===== config.mk =====
export PLATFORM = sky130hd
export DESIGN_NAME = proj_001
export DESIGN_NICKNAME = d
export VERILOG_FILES = /design/src/rtl/proj_001.sv
export SDC_FILE = /design/constraint.sdc
export NUM_CORES = 1
export LEC_CHECK = 0
export BUFFER_PORTS_ARGS = -buffer_cell sky130_fd_sc_hd__buf_2
export CAP_MARGIN = 20
export CORE_ASPECT_RATIO = 0.7
export CORE_MARGIN = 2
export CORE_UTILIZATION = 25
export CTS_CLUSTER_DIAMETER = 40
export CTS_CLUSTER_SIZE = 14
export DETAILED_ROUTE_END_ITERATION = 10
export GPL_TIMING_DRIVEN = 0
export PLACE_DENSITY_LB_ADDON = 0.12
export SYNTH_ARGS = -nofsm -noshare
export SYNTH_HDL_FRONTEND = slang
export SYNTH_SLANG_ARGS = --single-unit

===== constraint.sdc =====
create_clock -name clock -period 1.4 [get_ports clock]
set_input_delay 0.14 -clock clock [delete_from_list [all_inputs] [get_ports clock]]
set_output_delay 0.14 -clock clock [all_outputs]
set_load 0.02 [all_outputs]

===== src/rtl/proj_001.sv =====
// Two-operand serial adder: a start strobe marks operand A on din, the next
// sample is operand B, and the 5-bit sum is returned with a one-cycle valid pulse.
module proj_001 (
  input  logic       clock,
  input  logic       reset,
  input  logic [3:0] din,
  input  logic       start,
  output logic [4:0] result,
  output logic       valid
);

  typedef enum logic {
    IDLE  = 1'b0,
    GET_B = 1'b1
  } state_t;

  state_t     r_state;
  logic [3:0] r_a;
  logic [4:0] r_result;
  logic       r_valid;
  logic [4:0] w_sum;

  assign w_sum = {1'b0, r_a} + {1'b0, din};

  always_ff @(posedge clock) begin
    if (reset) begin
      r_state  <= IDLE;
      r_a      <= 4'd0;
      r_result <= 5'd0;
      r_valid  <= 1'b0;
    end else begin
      r_valid <= 1'b0;
      case (r_state)
        IDLE: begin
          if (start) begin
            r_a     <= din;
            r_state <= GET_B;
          end
        end
        GET_B: begin
          // start is deliberately ignored here: this sample is always operand B.
          r_result <= w_sum;
          r_valid  <= 1'b1;
          r_state  <= IDLE;
        end
        default: r_state <= IDLE;
      endcase
    end
  end

  assign result = r_result;
  assign valid  = r_valid;

endmodule


==> qor.csv, run 1 <==
stage,metric,value,unit
sta,hold_viol,0,
routing,top_layer,met4,
routing,antenna_left,0,
routing,avgViaCountPerCell,4.25,
synthesis,syn-cell-area,529,µm²
sta,relSlewSlack,68.1,%
synthesis,synth_top_family_by_area,simple AND/OR/NAND/NOR gates,
die,core.rowCount,13,
synthesis,synth_xor_area_share,1.65,%
die,die_y,42.5,µm
die,start_util,27.6,%
clocking,cts-root-buf,clkbuf_4,
critical_path,critPathArrivalTime,1.57,ns
critical_path,worstSetupPathType,register to register,
sta,skew,0.00574,ns
synthesis,yosys.area_share.simple,13.5,%
placed_design,port_buffers,12,
global_route,grt_max_degree,11,
routing,wire_per_inst,10.7,µm
run_status,status,finished with violations,
die,dieWidth,59.0,µm
sta,setup_viol,2,
global_route,overflow,0,
global_route,grt_pass1_wl,1.69,mm
die,core,1920,µm²
finish,fin_util,34.7,%
synthesis,synthMuxAreaShare,11.3,%
clocking,cts_tree,built,
clocking,ctsHoldBuffers,0,
critical_path,critPathRequiredTime,1.55,ns
global_route,antenna_found_initial,0,
finish,fin_area,667,µm²
critical_path,crit_chain,ha_4 > inv_2 > fa_2 > buf_4 > xnor2_1 > mux2i_1 > nor2_1,
placed_design,dp_hpwl,747,µm
sta,tns,-0.0298,ns
synthesis,syn_inst,53,
synthesis,synthAdderAreaFrac,13.2,%
power,ir_drop,335,µV
global_route,grt_pass1_vias,364,
sta,period_minus_slack,1.42,ns
routing,route.met2.wl,372,µm
clocking,clkSinkCount,11,
power,powerDensity,1040,nW/µm²
critical_path,slowest_stage,dfxtp_2,
sta,fin_ws,-0.0202,ns
critical_path,cp_slowest_stage_delay,0.35,ns
synthesis,seq_area_frac_synth,41.6,%
sta,rsz0062_at_grt,true,
routing,dr_wl_met3,68,µm
routing,vias,391,
synthesis,synth_compound_area_share,11.3,%
synthesis,ys_seq_elements,11,
routing,drt-met1-wl,532,µm
die,die_area,2510,µm²
routing,totalWireLength,981,µm
sta,worst_pin_slew,0.479,ns
finish,syn2layout_area_growth,26.0,%
synthesis,postSynthAreaPerCell,9.99,µm²
clocking,worstSkewPairLatency,0.27,ns
routing,firstDrtPassIters,2,
global_route,track_usage,9.84,%
critical_path,endpoint_kind,register,
clocking,cts-buffers-inserted,3,
die,io_pins,13,
critical_path,cp-start-kind,register,
clocking,htreeDepth,1,
min_path,min_path_type,input pin to register,
sta,slew_violations,0,
clocking,clkTransAtPathRegs,0.07,ns
synthesis,synth_nets,65,
run_status,failed_checks,negative setup slack,
critical_path,critPathMaxFanout,2,
finish,drive_gt1_share,35.7,%
routing,drt_iter0_drc,6,
synthesis,ys_warn_count,0,
finish,nNetsFinal,83,
routing,drc,0,
placed_design,dpl-instance-area,617,µm²
run,drv_cap,0,
placed_design,place_congestion,0.596,
sta,fmax,704,MHz
synthesis,synth_cell_types,21,
sta,fin_crit_sh,101,%
finish,diodes,0,
power,power_leakage,0.299,nW
clocking,clockBufferDepth,2,
## critical path: cells and delay by family (launching register included)
family	cells	cell delay, ns
and+or+nand+nor	1	0.05
xor gates and xnor gates	1	0.11
adders and majority gates	2	0.48
muxes	1	0.13
buffers and inverters	2	0.18
DFF	1	0.35
## cell usage after synthesis, drive strengths merged
| cell type | instances | share of area (%) |
|---|---|---|
| a311oi | 1 | 1.7 |
| mux2i | 6 | 11 |
| ha | 4 | 9.5 |
| fa | 1 | 3.8 |
| buf | 3 | 3.8 |
| a21o | 1 | 1.4 |
| o221ai | 1 | 2.8 |
| nor2b | 3 | 3.5 |
| dfxtp | 11 | 42 |
| nor2 | 9 | 6.4 |
| a2111o | 1 | 2.1 |
| a211oi | 1 | 1.4 |
| o21ai | 1 | 0.94 |
| nand2 | 2 | 1.4 |
| a21oi | 1 | 0.94 |
| or3 | 1 | 2.1 |
| xnor2 | 1 | 1.7 |
| inv | 5 | 3.5 |
## final timing paths
kind	start	end	slack [ns]	cells after the start
worst max-delay path	r_a[0]	result[2]	-0.02	7
worst min-delay path	reset	r_state	0.08	2
worst max register to register	r_a[0]	result[2]	-0.02	7
worst min register to register	result[1]	result[1]	0.48	2
## report_power, final
part	internal (W)	switching, W	total [W]
combinational	0.0000595	0.0000687	0.000128
sequential	0.000333	0.00000996	0.000343
clock	0.000110	0.000111	0.000221
total	0.000503	0.000189	0.000692
## stage by stage
stage,worst slack (ns),hold WS (ns),total power [W],instances
3_5_place_dp,-0.116,0.362,0.000473,87
6_report,-0.0202,0.0775,0.000692,92
4_1_cts,0.000474,0.0696,0.000706,91
5_1_grt,-0.0923,0.0828,0.000740,92
2_1_floorplan,0.0216,0.212,0.000435,53
3_3_place_gp,-0.0917,0.363,0.000473,87
## per-layer routing
| layer | vias to the layer above | GRT usage (%) |
|---|---|---|
| li1 | 215 | - |
| met1 | 165 | 13.3 |
| met2 | 9 | 11.8 |
| met3 | 2 | 7.41 |
| met4 | 0 | 2.73 |
| met5 | - | 0 |
## cell usage in the layout, fill, tap and decap left out, types with 2 or more instances in the layout
cell type  instances
buf_2             13
clkbuf_4           3
dfxtp_1           10
ha_1               3
inv_1              3
inv_2              2
mux2i_1            6
nand2_1            2
nor2_1             9
nor2b_1            3
## timing repair
| action | CTS | global route |
|---|---|---|
| gates resized for setup | 6 | 0 |
| endpoints found under the setup margin | 2 | 1 |
| setup buffers | 0 | 1 |
| pin swaps | 1 | 2 |
## cell type report
class	instances	area, µm²
plain buffers	3	20.0
flip-flops and latches	11	221
well taps	22	27.5
clock buffers	4	26.3
inverters	5	18.8
multi-input cells	34	285
fillers	214	1250
repair buffers	13	67.6
## state kept, by name, summed over array words and instances (netlist names)
name,cells
r_a,4
result,5
r_state,1
valid,1
## logic make-up (layout without fill, tap and decap cells)
group,after synthesis,count (layout)
AOI/OAI and AO/OA,7,7
DFF,11,11
muxes,6,6
buffers and inverters,8,25
adders and majority gates,5,5
and+or+nand+nor,15,15
xor gates and xnor gates,1,1
No activity file was read; power rests on OpenSTA's default activity.
==> run 2, diff against run 1 <==
Settings changed: CORE_ASPECT_RATIO 0.7 to not set.
==> run 2 against run 1 <==
Clock-buffer cell count did not move; clock power barely moved; global-route usage fell by 0.18 points; critical path depth fell by 1; routed wire length fell by 0.31%; utilization fell by 1.2 points; cell count rose by 4.3%; register-to-register slack improved by 0.06 ns; largest power group unchanged; hold slack got worse by 0.0094 ns; critical path type unchanged; largest cell class unchanged; clock skew barely moved; via count rose by 0.77%; the run now ends clean.
==> qor.csv, run 2 (same netlist as run 1, synthesis figures left out) <==
stage,metric,value,unit
critical_path,slowest_stage,dfxtp_2,
run,drv_cap,0,
sta,slew_violations,0,
critical_path,cp_slowest_stage_delay,0.35,ns
global_route,grt_max_degree,11,
critical_path,cp_top_family,adder cells,
global_route,use_met3,5.76,%
clocking,worstSkewPairLatency,0.28,ns
critical_path,reg2reg_depth,6,
clocking,cts-root-buf,clkbuf_4,
placed_design,preCtsSetupSlack,-0.108,ns
sta,worst_pin_slew,0.494,ns
routing,antenna_left,0,
global_route,grt_pass1_vias,360,
die,start_util,26.7,%
run_status,status,"finished, final reports clean",
sta,rsz0062_at_grt,true,
global_route,track_usage,9.66,%
global_route,met2_usage,13.2,%
clocking,clkTransAtPathRegs,0.07,ns
clocking,cts_tree,built,
finish,syn2layout_area_growth,25.8,%
die,io_pins,13,
critical_path,cp-start-kind,register,
power,powerDensity,1040,nW/µm²
finish,fin_util,33.6,%
die,core.rowCount,16,
sta,fin_crit_sh,97.2,%
critical_path,crit-reg2reg-capture,result[4],
sta,setup_viol,0,
finish,nFillCells,222,
routing,vias,394,
die,dieWidth,50.0,µm
placed_design,dp_hpwl,730,µm
clocking,clkSinkCount,11,
finish,nNetsFinal,82,
global_route,use_met1,10.9,%
sta,fin_ws,0.0389,ns
critical_path,path_buf_inv,1,
global_route,overflow,0,
critical_path,endpoint_kind,register,
routing,drt_iter0_drc,5,
placed_design,port_buffers,12,
placed_design,place_congestion,0.632,
die,die_y,50.0,µm
sta,skew,0.00541,ns
sta,fmax,735,MHz
min_path,min_path_type,input pin to register,
critical_path,critPathMaxFanout,2,
clocking,clockBufferDepth,2,
critical_path,worstSetupPathType,register to register,
sta,period_minus_slack,1.36,ns
routing,drc,0,
critical_path,crit_chain,ha_4 > inv_2 > fa_2 > nor2b_1 > o21ai_1 > a311oi_1,
finish,largest_reg_flops,5,
critical_path,r2r-start,r_a[0],
min_path,hp-start,reset,
die,die_area,2500,µm²
routing,avgViaCountPerCell,4.10,
finish,drive_gt1_share,34.8,%
min_path,hold_depth,2,
clocking,htreeDepth,1,
die,core,1980,µm²
critical_path,critPathRequiredTime,1.59,ns
global_route,grt_pass1_wl,1.67,mm
clocking,ctsHoldBuffers,0,
routing,totalWireLength,978,µm
critical_path,r2r_setup_slack,0.04,ns
global_route,antenna_found_initial,0,
finish,diodes,0,
routing,firstDrtPassIters,3,
clocking,cts-buffers-inserted,3,
finish,mostFrequentLayoutCells,"buf_2, dfxtp_1, nor2_1",
min_path,worstHoldEndpoint,r_state,
power,power_leakage,0.295,nW
critical_path,critPathArrivalTime,1.55,ns
power,ir_drop,539,µV
finish,layout_commonest_cell,buf_2,
routing,wire_per_inst,10.2,µm
sta,hold_viol,0,
critical_path,worst-path-stages,6,
global_route,top_usage_layer,met2,
sta,relSlewSlack,67.0,%
==> run 2: worst max-delay path by stage <==
stage                      start   endpoint  slack (ns)
after global placement    r_a[0]  result[4]       -0.09
final                     r_a[0]  result[4]        0.04
after detailed placement  r_a[0]  result[4]       -0.11
after global routing      r_a[0]  result[4]       -0.03
after floorplan           r_a[0]  result[4]        0.02
after CTS                 r_a[0]  result[4]      -0.002
==> run 2: per-stage QoR <==
stage	area (µm²)	TNS (ns)	total power (W)	std cells	hold slack, ns
final	666	0	0.000691	96	0.0681
after global routing	666	-0.0376	0.000734	96	0.0695
after CTS	666	-0.00158	0.000710	96	0.0604
after detailed placement	623	-0.108	0.000472	92	0.361
after global placement	623	-0.0894	0.000471	92	0.361
after floorplan	529	0	0.000435	53	0.212
==> run 2: power breakdown <==
part | total (W) | switching (W) | internal, W
clock network | 0.000223 | 0.000113 | 0.000111
logic | 0.000126 | 0.0000683 | 0.0000573
registers | 0.000342 | 0.00000934 | 0.000333
==> run 2: area by class of cell <==
class	count	area, µm²	share of cell area [%]
Buffer	3	20.0	3.01
Clock buffer	4	26.3	3.95
Inverter	5	18.8	2.82
Multi-Input combinational cell	34	285	42.9
Sequential cell	11	221	33.3
Tap cell	27	33.8	5.08
Timing Repair Buffer	12	60.1	9.02
==> run 2: repair_timing <==
action	4_1_cts	5_1_grt
buffers inserted	0	0
pin swaps	2	2
resized for setup	6	0
endpoints found under the setup margin	2	2
==> run 2: layer usage <==
layer	routed length, µm	share of wire [%]	up-vias
li1	-	-	209
met1	481	49	171
met3	74	7.6	4
met2	393	40	10
met5	0	0	-
met4	27	2.8	0
==> run 3, diff against run 2 <==
Settings changed: REMOVE_ABC_BUFFERS set to 1.
==> run 3 against run 2 <==
The flow now finishes with violations (negative setup slack); maximum frequency is 3.7% lower; cell area down 1.5%; sequential share of layout area grew 0.51 points; clock-buffer cell count stayed put; first-iteration DRC count is 80% lower; non-clock buffer count down 2; global-route usage decreased by 0.55 points; utilization fell by 0.51 points.
==> qor.csv, run 3 (same netlist as run 1, synthesis figures left out) <==
stage,metric,value,unit
run_status,status,finished with violations,
run_status,failed_checks,negative setup slack,
die,die_y,50.0,µm
finish,layout_commonest_cell,buf_2,
routing,totalWireLength,948,µm
placed_design,port_buffers,12,
power,powerDensity,1050,nW/µm²
placed_design,place_congestion,0.652,
placed_design,preCtsSetupSlack,-0.104,ns
die,die_area,2500,µm²
finish,fin_util,33.1,%
sta,fmax,707,MHz
power,ir_drop,564,µV
global_route,antenna_found_initial,0,
min_path,min_path_type,input pin to register,
critical_path,critPathMaxFanout,2,
critical_path,crit_start,r_a[0],
clocking,worstSkewPairLatency,0.27,ns
critical_path,slowest_stage,dfxtp_2,
run,drv_cap,0,
die,io_pins,13,
critical_path,critPathArrivalTime,1.59,ns
clocking,cts-buffers-inserted,3,
finish,nNetsFinal,80,
sta,slew_violations,0,
min_path,hp-start,din[3],
sta,rsz0062_at_grt,true,
die,core.rowCount,16,
critical_path,endpoint_kind,register,
global_route,grt_pass1_wl,1.63,mm
clocking,clkTransAtPathRegs,0.07,ns
global_route,track_usage,9.11,%
global_route,grt_max_degree,14,
finish,mostFrequentLayoutCells,"buf_2, dfxtp_1, nor2_1",
sta,relSlewSlack,74.2,%
clocking,htreeDepth,1,
finish,fin_area,656,µm²
die,start_util,26.7,%
clocking,clkSinkCount,11,
sta,tns,-0.0135,ns
routing,drt_iter0_drc,1,
finish,multi_input_area,288,µm²
critical_path,cp_slowest_stage_delay,0.35,ns
sta,period_minus_slack,1.41,ns
routing,vias,400,
critical_path,cp-start-kind,register,
finish,syn2layout_area_growth,23.9,%
sta,fin_crit_sh,101,%
clocking,clockBufferDepth,2,
power,power_leakage,0.288,nW
sta,setup_viol,1,
power,total_power,0.000685,W
placed_design,dp_hpwl,678,µm
global_route,grt_pass1_vias,383,
clocking,ctsHoldBuffers,0,
critical_path,critPathRequiredTime,1.57,ns
sta,worst_pin_slew,0.387,ns
sta,skew,0.00312,ns
critical_path,worstSetupPathType,register to register,
finish,ff_latch_area,221,µm²
critical_path,r2r_setup_slack,-0.01,ns
routing,antenna_left,0,
critical_path,r2r-start,r_a[0],
placed_design,dpl-instance-area,603,µm²
routing,firstDrtPassIters,2,
finish,nFillCells,212,
critical_path,crit_chain,ha_4 > inv_2 > fa_2 > nor2b_1 > o21ai_1 > a311oi_1,
critical_path,path_buf_inv,1,
die,dieWidth,50.0,µm
global_route,overflow,0,
clocking,cts-root-buf,clkbuf_4,
clocking,cts_tree,built,
finish,diodes,0,
routing,wire_per_inst,10.1,µm
finish,largest_reg_flops,5,
die,core,1980,µm²
finish,drive_gt1_share,35.8,%
sta,hold_viol,0,
routing,avgViaCountPerCell,4.26,
critical_path,cp_top_family,adder cells,
routing,drc,0,
sta,fin_ws,-0.0135,ns
## run 3: cell types whose count changed in the layout (fill, tap and decap cells not counted), sizes merged
| cell | previous run | this run |
|---|---|---|
| buf | 15 | 13 |
## run 3: area by class of cell
type / instances / area share [%]
Timing Repair Buffer: 13 / 10.3
Clock buffer: 4 / 4.01
Tap cell: 27 / 5.15
Multi-Input combinational cell: 34 / 43.9
Sequential cell: 11 / 33.8
Inverter: 5 / 2.86
## run 3: timing repair
item / CTS / global route
pin swaps: 4 / 4
setup endpoints to repair: 1 / 6
hold endpoints to repair: 0 / 0
resized for setup: 6 / 1
setup buffers: 1 / 0
## run 3: through the flow
step / cells / hold WS [ns]
final: 94 / 0.123
after global routing: 94 / 0.128
after CTS: 94 / 0.119
after detailed placement: 89 / 0.410
after global placement: 89 / 0.403
after floorplan: 50 / 0.207
## run 3: final timing paths
path,cells past startpoint,end
max reg2reg,6,result[4]
max,6,result[4]
min,3,r_a[3]
min reg2reg,2,result[1]
## run 3: power breakdown
| group | internal [W] | total [W] | switching, W |
|---|---|---|---|
| Combinational | 0.0000548 | 0.000118 | 0.0000627 |
| Clock | 0.000110 | 0.000221 | 0.000111 |
| Sequential | 0.000333 | 0.000347 | 0.0000141 |
## run 3: layer usage
layer  part of all wire [%]  track usage, %  wire length (µm)  vias to the layer above
met5                      0               0                 0                        -
met4                      0            2.78                 0                        0
met1                     45            10.8               425                      183
met3                    9.8            6.97                93                        0
met2                     45            12.5               429                       12
li1                       -               -                 -                      205
## run 3: tightest hold or removal path, delay by kind of cell
| family | cells | cell delay, ns |
|---|---|---|
| buffers and inverters | 1 | 0.09 |
| muxes | 1 | 0.06 |
| and+or+nand+nor | 1 | 0.07 |
